### config.mk
export PLATFORM = sky130hd
export DESIGN_NAME = event_blinker
export DESIGN_NICKNAME = d
export VERILOG_FILES = /design/src/rtl/blink_pkg.sv /design/src/rtl/blink_timer.sv /design/src/rtl/event_blinker.sv
export SDC_FILE = /design/constraint.sdc
export NUM_CORES = 1
export LEC_CHECK = 0
export ABC_AREA = 0
export CORE_MARGIN = 5
export CORE_UTILIZATION = 45
export CTS_CLUSTER_SIZE = 8
export DETAILED_ROUTE_END_ITERATION = 7
export GPL_TIMING_DRIVEN = 1
export PLACE_DENSITY = 0.59
export SLEW_MARGIN = 10
export SYNTH_ARGS = -nofsm -noshare
export SYNTH_HDL_FRONTEND = slang
export SYNTH_SLANG_ARGS = --single-unit
### constraint.sdc
create_clock -name clk -period 6.5 [get_ports clk]
set_clock_uncertainty 0.15 [all_clocks]
set_input_delay 1.3 -clock clk [delete_from_list [all_inputs] [get_ports clk]]
set_output_delay 1.3 -clock clk [all_outputs]
set_load 0.01 [all_outputs]
### src/rtl/blink_pkg.sv
// Purpose : shared types and default timing for the event blinker.
// Latency : n/a (types and constants only).
// Backpr. : n/a.
package blink_pkg;

    // Blinker FSM states; the LED is lit only in ON.
    typedef enum logic [1:0] {
        IDLE = 2'd0,
        ON   = 2'd1,
        OFF  = 2'd2
    } blink_state_t;

    // Defaults: 100 ms on, 100 ms minimum off-gap at a 100 MHz clk.
    localparam int unsigned DEF_ON_CYCLES  = 32'd10_000_000;
    localparam int unsigned DEF_OFF_CYCLES = 32'd10_000_000;
    localparam int unsigned DEF_PEND_W     = 32'd4;

endpackage

### src/rtl/blink_timer.sv
// Purpose : loadable down-counter that stops at zero and flags expiry.
// Latency : load takes effect next cycle; expired_o reflects the current count.
// Backpr. : none; load_i always wins over counting.
//
// Ports:
//   clk        rising-edge clock
//   rst        synchronous active-high reset, clears the count
//   load_i     load load_val_i into the counter this cycle
//   load_val_i value to load (the counter expires after load_val_i+1 cycles)
//   expired_o  high while the count is zero
module blink_timer #(
    parameter int unsigned W = 4
) (
    input  logic         clk,
    input  logic         rst,
    input  logic         load_i,
    input  logic [W-1:0] load_val_i,
    output logic         expired_o
);

    logic [W-1:0] count_q;
    logic [W-1:0] count_d;

    always_comb begin
        count_d = count_q;
        if (load_i) begin
            count_d = load_val_i;
        end else if (count_q != '0) begin
            count_d = count_q - W'(1);
        end
    end

    always_ff @(posedge clk) begin
        if (rst) begin
            count_q <= '0;
        end else begin
            count_q <= count_d;
        end
    end

    assign expired_o = (count_q == '0);

endmodule

### src/rtl/event_blinker.sv
// Purpose : turns single-cycle events into fixed-length LED blinks, queueing bursts.
// Latency : evt_in in IDLE with nothing pending lights led_out on the next cycle.
// Backpr. : none; events beyond the pending capacity are dropped and flagged on overflow.
//
// Ports:
//   clk      rising-edge clock
//   rst      synchronous active-high reset; aborts any blink, clears pending
//   evt_in   single-cycle event pulse, synchronous to clk
//   led_out  registered LED drive, high for ON_CYCLES per accepted event
//   busy     registered, high whenever the FSM is not IDLE
//   pending  registered count of accepted events not yet started (saturating)
//   overflow registered one-cycle pulse when an event was dropped
module event_blinker
    import blink_pkg::*;
#(
    parameter int unsigned ON_CYCLES  = DEF_ON_CYCLES,
    parameter int unsigned OFF_CYCLES = DEF_OFF_CYCLES,
    parameter int unsigned PEND_W     = DEF_PEND_W
) (
    input  logic              clk,
    input  logic              rst,
    input  logic              evt_in,
    output logic              led_out,
    output logic              busy,
    output logic [PEND_W-1:0] pending,
    output logic              overflow
);

    localparam int unsigned MAX_CYCLES = (ON_CYCLES > OFF_CYCLES) ? ON_CYCLES : OFF_CYCLES;
    localparam int unsigned TMR_W      = $clog2(MAX_CYCLES + 1);

    // The timer holds "cycles left minus one", so a phase of N cycles loads N-1
    // and the phase ends on the cycle the timer reads zero.
    localparam logic [TMR_W-1:0] ON_LOAD  = TMR_W'(ON_CYCLES - 1);
    localparam logic [TMR_W-1:0] OFF_LOAD = TMR_W'(OFF_CYCLES - 1);
    localparam logic [PEND_W-1:0] PEND_MAX = '1;

    blink_state_t      state_q, state_d;
    logic [PEND_W-1:0] pend_q, pend_d;
    logic              led_q, busy_q, ovf_q, ovf_d;

    logic              tmr_load;
    logic [TMR_W-1:0]  tmr_val;
    logic              tmr_expired;

    logic eligible;
    logic start;
    logic take_pend;
    logic take_direct;
    logic incr;

    blink_timer #(
        .W (TMR_W)
    ) u_timer (
        .clk        (clk),
        .rst        (rst),
        .load_i     (tmr_load),
        .load_val_i (tmr_val),
        .expired_o  (tmr_expired)
    );

    // A new blink may begin from IDLE or on the final cycle of the off-gap.
    // Queued events are served first; a fresh evt_in only bypasses the queue
    // when it is empty.
    assign eligible    = (state_q == IDLE) || ((state_q == OFF) && tmr_expired);
    assign start       = eligible && ((pend_q != '0) || evt_in);
    assign take_pend   = start && (pend_q != '0);
    assign take_direct = start && (pend_q == '0);
    assign incr        = evt_in && !take_direct;

    always_comb begin
        state_d  = state_q;
        pend_d   = pend_q;
        ovf_d    = 1'b0;
        tmr_load = 1'b0;
        tmr_val  = '0;

        case (state_q)
            IDLE: state_d = IDLE;
            ON: begin
                if (tmr_expired) begin
                    state_d  = OFF;
                    tmr_load = 1'b1;
                    tmr_val  = OFF_LOAD;
                end
            end
            OFF: begin
                if (tmr_expired) begin
                    state_d = IDLE;
                end
            end
            default: state_d = IDLE;
        endcase

        if (start) begin
            state_d  = ON;
            tmr_load = 1'b1;
            tmr_val  = ON_LOAD;
        end

        // Simultaneous enqueue and dequeue leave the count unchanged, which is
        // also what lets an event at full capacity be accepted on a start cycle.
        if (incr && !take_pend) begin
            if (pend_q == PEND_MAX) begin
                ovf_d = 1'b1;
            end else begin
                pend_d = pend_q + PEND_W'(1);
            end
        end else if (take_pend && !incr) begin
            pend_d = pend_q - PEND_W'(1);
        end
    end

    always_ff @(posedge clk) begin
        if (rst) begin
            state_q <= IDLE;
            pend_q  <= '0;
            led_q   <= 1'b0;
            busy_q  <= 1'b0;
            ovf_q   <= 1'b0;
        end else begin
            state_q <= state_d;
            pend_q  <= pend_d;
            led_q   <= (state_d == ON);
            busy_q  <= (state_d != IDLE);
            ovf_q   <= ovf_d;
        end
    end

    assign led_out  = led_q;
    assign busy     = busy_q;
    assign pending  = pend_q;
    assign overflow = ovf_q;

endmodule

==> reports/results.md <==
• **startpoint of the most critical hold path** u_timer.count_q[11]
• **num rows** 22
• **total congestion overflow** 0
• **overall global routing resource usage** 13.8%
• **half-perimeter wire length of the detailed placement result** 2.33 mm
• **count of placed standard cells including taps** 242
• **highest metal used** met4
• **Synthesized Nets** 199
• **library cell with the largest summed area after synthesis** dfxtp_1
• **setup fix buffers added after clock tree synthesis** 0
• **crit share post-route** 52.9%
• **number of diodes** 0
• **RSZ-0062 raised after global routing** no
• **EDFF count, synth** 0
• **total power per unit cell area** 414 nW/um^2
• **final core utilization** 52.0%
• **category of the worst setup path capture point** flip-flop
• **Clock power frac** 18.4%
• **startpoint types** input port
• **cell area after technology mapping** 1670 sq um
• **drt first-iter violations** 90
• **Worst EP required** 6.54 ns
• **Power Internal** 0.481 mW
• **Worst Setup SP** evt_in
• **clock network latency to the later pin of the worst-skew pair** 0.28 ns
• **final worst path period need** 3.44 ns
• **Detailed Route WL** 3.23 mm
• **Resize count post-CTS** 0
• **placer's final routability congestion estimate** 0.739
• **detailed-routed wire length on met2** 1.58 mm
• **Via density** 5.34
• **Met3 Routed Length** 105 um
• **top cell type's share of synthesized area** 39.5%
• **average detailed-routed wire length per instance** 12.9 um
• **core outline area** 3630 sq um
• **final-stage net count** 211
• **vias in the first global route** 1304
• **Total Die Area** 5030 sq um
• **critical path type** in2reg
• **fraction of layout instances using a drive strength above 1** 9.41%
• **H-tree depth** 2
• **largest driver fanout on the critical path** 4
• **TritonCTS Buffers** 5
• **Ys Warns** 0
• **count of buffers from port buffering** 9
• **synthesis-to-layout area growth** 12.9%
• **class of the worst hold path** reg2reg
• **DRT Pass-1 Iters** 4
• **pin count of the biggest net entering global routing** 25
• **cells along the critical path** clkdlybuf4s50_1 > inv_1 > a311oi_1 > inv_1 > ha_1 > a31oi_1 > mux2i_1 > a21bo_2 > a21oi_1
• **R2R Setup Slk** 3.55 ns
• **Die Wd** 71.0 um
• **Hold Path Depth** 2
• **register share of total power** 38.6%
• **IO Count** 10
• **crit path DAT** 3.49 ns
• **CTS Sinks** 33
• **total number of vias** 1335
• **number of synthesized register bits** 33
• **wl on met1** 1.51 mm
• **dominant cells by area after synthesis** dfxtp_1 (40%), xnor2_1 (8.4%), a21oi_1 (6.0%)
• **DRC** 0
• **R2R Path End** pending[3]
• **antenna violation net count after detailed routing** 0
• **Comb power frac** 43.0%
• **result of the run** completed
• **Chip Height** 71.0 um
• **Hold Violations, Final** 0
• **Clock Root Buffer** clkbuf_8
• **cell at the slowest stage of the critical path** clkdlybuf4s50_1
• **total of hold buffers inserted after clock tree synthesis** 0
• **global-route wire length before repair** 5.62 mm
• **max_cap viols** 0
• **clock tree from TritonCTS** yes
• **count of final setup violators** 0
• **slowest cell delay on critical path** 0.51 ns
• **leakage component of the power** 0.668 nW
• **maximum resistive drop on vdd** 0.226 mV
• **average cell area after synthesis** 8.84 sq um
• **switching power share of the total** 38.4%
• **post-synth cell types** 41
• **share of the yosys chip area belonging to registers** 39.5%
• **count of cells along the worst register-to-register path** 9
• **Max-slew headroom** 20.4%
• **clock input transition at the sequential cells of the worst setup and hold paths** 0.07 ns
• **Initial Util** 46.0%
• **share of flip-flops with an asynchronous set or reset after synthesis** 0%
• **most used flip-flop cell after synthesis** dfxtp_1
• **Worst Setup EP** pending[3]
• **RR Startpoint** u_timer.count_q[16]
• **accumulated negative setup slack** 0 ns
• **maximum buffer depth of the clock tree** 2
• **Worst Max-Slew Pin Slew** 1.19 ns
• **post-route non-filler standard cell count** 250
• **fin. max-slew vios** 0
• **number of antenna violations at the first check in global routing** 0
• **Peak Freq** 0.291 GHz
• **power spent charging and discharging nets** 0.300 mW
• **gate count of the mapped netlist** 189
• **Crit path top cell by count** inv_1
• **filler instances** 365
## final cells by class
| type | count | area [sq um] | share of cell area [%] |
|---|---|---|---|
| multi-input cells | 145 | 968 | 51.3 |
| flip-flops and latches | 33 | 661 | 35.0 |
| repair buffers | 9 | 90.1 | 4.77 |
| clock buffers | 6 | 72.6 | 3.84 |
| well taps | 48 | 60.1 | 3.18 |
| inverters | 7 | 26.3 | 1.39 |
| clock inverters | 2 | 10.0 | 0.530 |
## how the worst min path moves through the flow
stage,to,slack (ns)
floorplan,u_timer.count_q[11],0.30
CTS,u_timer.count_q[11],0.34
global placement,u_timer.count_q[11],0.31
global route,u_timer.count_q[11],0.37
finish,u_timer.count_q[11],0.34
detailed placement,u_timer.count_q[11],0.32
## registers in the layout, indices dropped and copies added, names as in the netlist
signal and count:
busy 1, led_out 1, overflow 1, pending 4
state_q 2, u_timer.count_q 24
## metrics by stage
| step | hold WS (ns) | power [mW] | cell area [sq um] | setup WS (ns) |
|---|---|---|---|---|
| after floorplan | 0.298 | 0.554 | 1670 | 3.51 |
| after global placement | 0.309 | 0.629 | 1810 | 2.88 |
| after detailed placement | 0.323 | 0.640 | 1810 | 2.77 |
| after CTS | 0.335 | 0.788 | 1890 | 3.05 |
| after global routing | 0.366 | 0.843 | 1890 | 2.91 |
| final | 0.338 | 0.781 | 1890 | 3.06 |
## layout by cell type (no fill, tap or decap), types with 2 or more instances in the layout
cell / count
dfxtp_1: 33
nor2_1: 26
a21oi_1: 20
xnor2_1: 16
nand2_1: 12
clkdlybuf4s50_1: 9
nor3_1: 8
inv_1: 7
xor2_1: 7
ha_1: 7
clkbuf_8: 5
nand3_1: 4
o21ai_0: 4
or3_1: 3
nor4_1: 3
nand2b_1: 3
a31oi_1: 3
nand3b_1: 3
or4_4: 2
a21o_1: 2
mux2i_1: 2
clkinv_2: 2
## routing by layer
metal	GRT usage (%)	up-vias
li1	-	683
met1	16.7	635
met2	22.2	12
met3	4.55	5
met4	6.05	0
met5	0	-
## power by group through the flow
stage	clock [mW]	sequential [mW]	combinational (mW)
floorplan	0	0.301	0.253
global placement	0	0.301	0.328
detailed placement	0	0.305	0.335
CTS	0.150	0.301	0.337
global route	0.160	0.310	0.373
finish	0.144	0.302	0.336
## cells by family (layout without fill, tap and decap cells)
group	Yosys count	after routing	synth area share, %
AND/OR/NAND/NOR	75	75	24.2
AO/OA/AOI/OAI	37	37	13.9
flip-flops	33	33	39.5
XOR/XNOR	23	23	12.1
buffers and inverters	11	24	2.54
adder cells (fa/ha/maj)	7	7	5.24
multiplexers	3	3	2.54
## worst max-delay path, delay by kind of cell
kind	cells	cell delay, ns
AOI/OAI and AO/OA	4	1.02
buffers and inverters	3	0.71
adders and majority gates	1	0.34
muxes	1	0.11
## cell usage after synthesis (all sizes together), types with 4 or more instances
master and instances:
xnor2 16, nor4 4, inv 7, nor2 27, a31oi 4, dfxtp 33, nand3 4, nand3b 4
a21oi 20, ha 7, nor3 8, nand2 12, xor2 7, o21ai 5
Note: power is estimated with default switching activity, not from simulation.
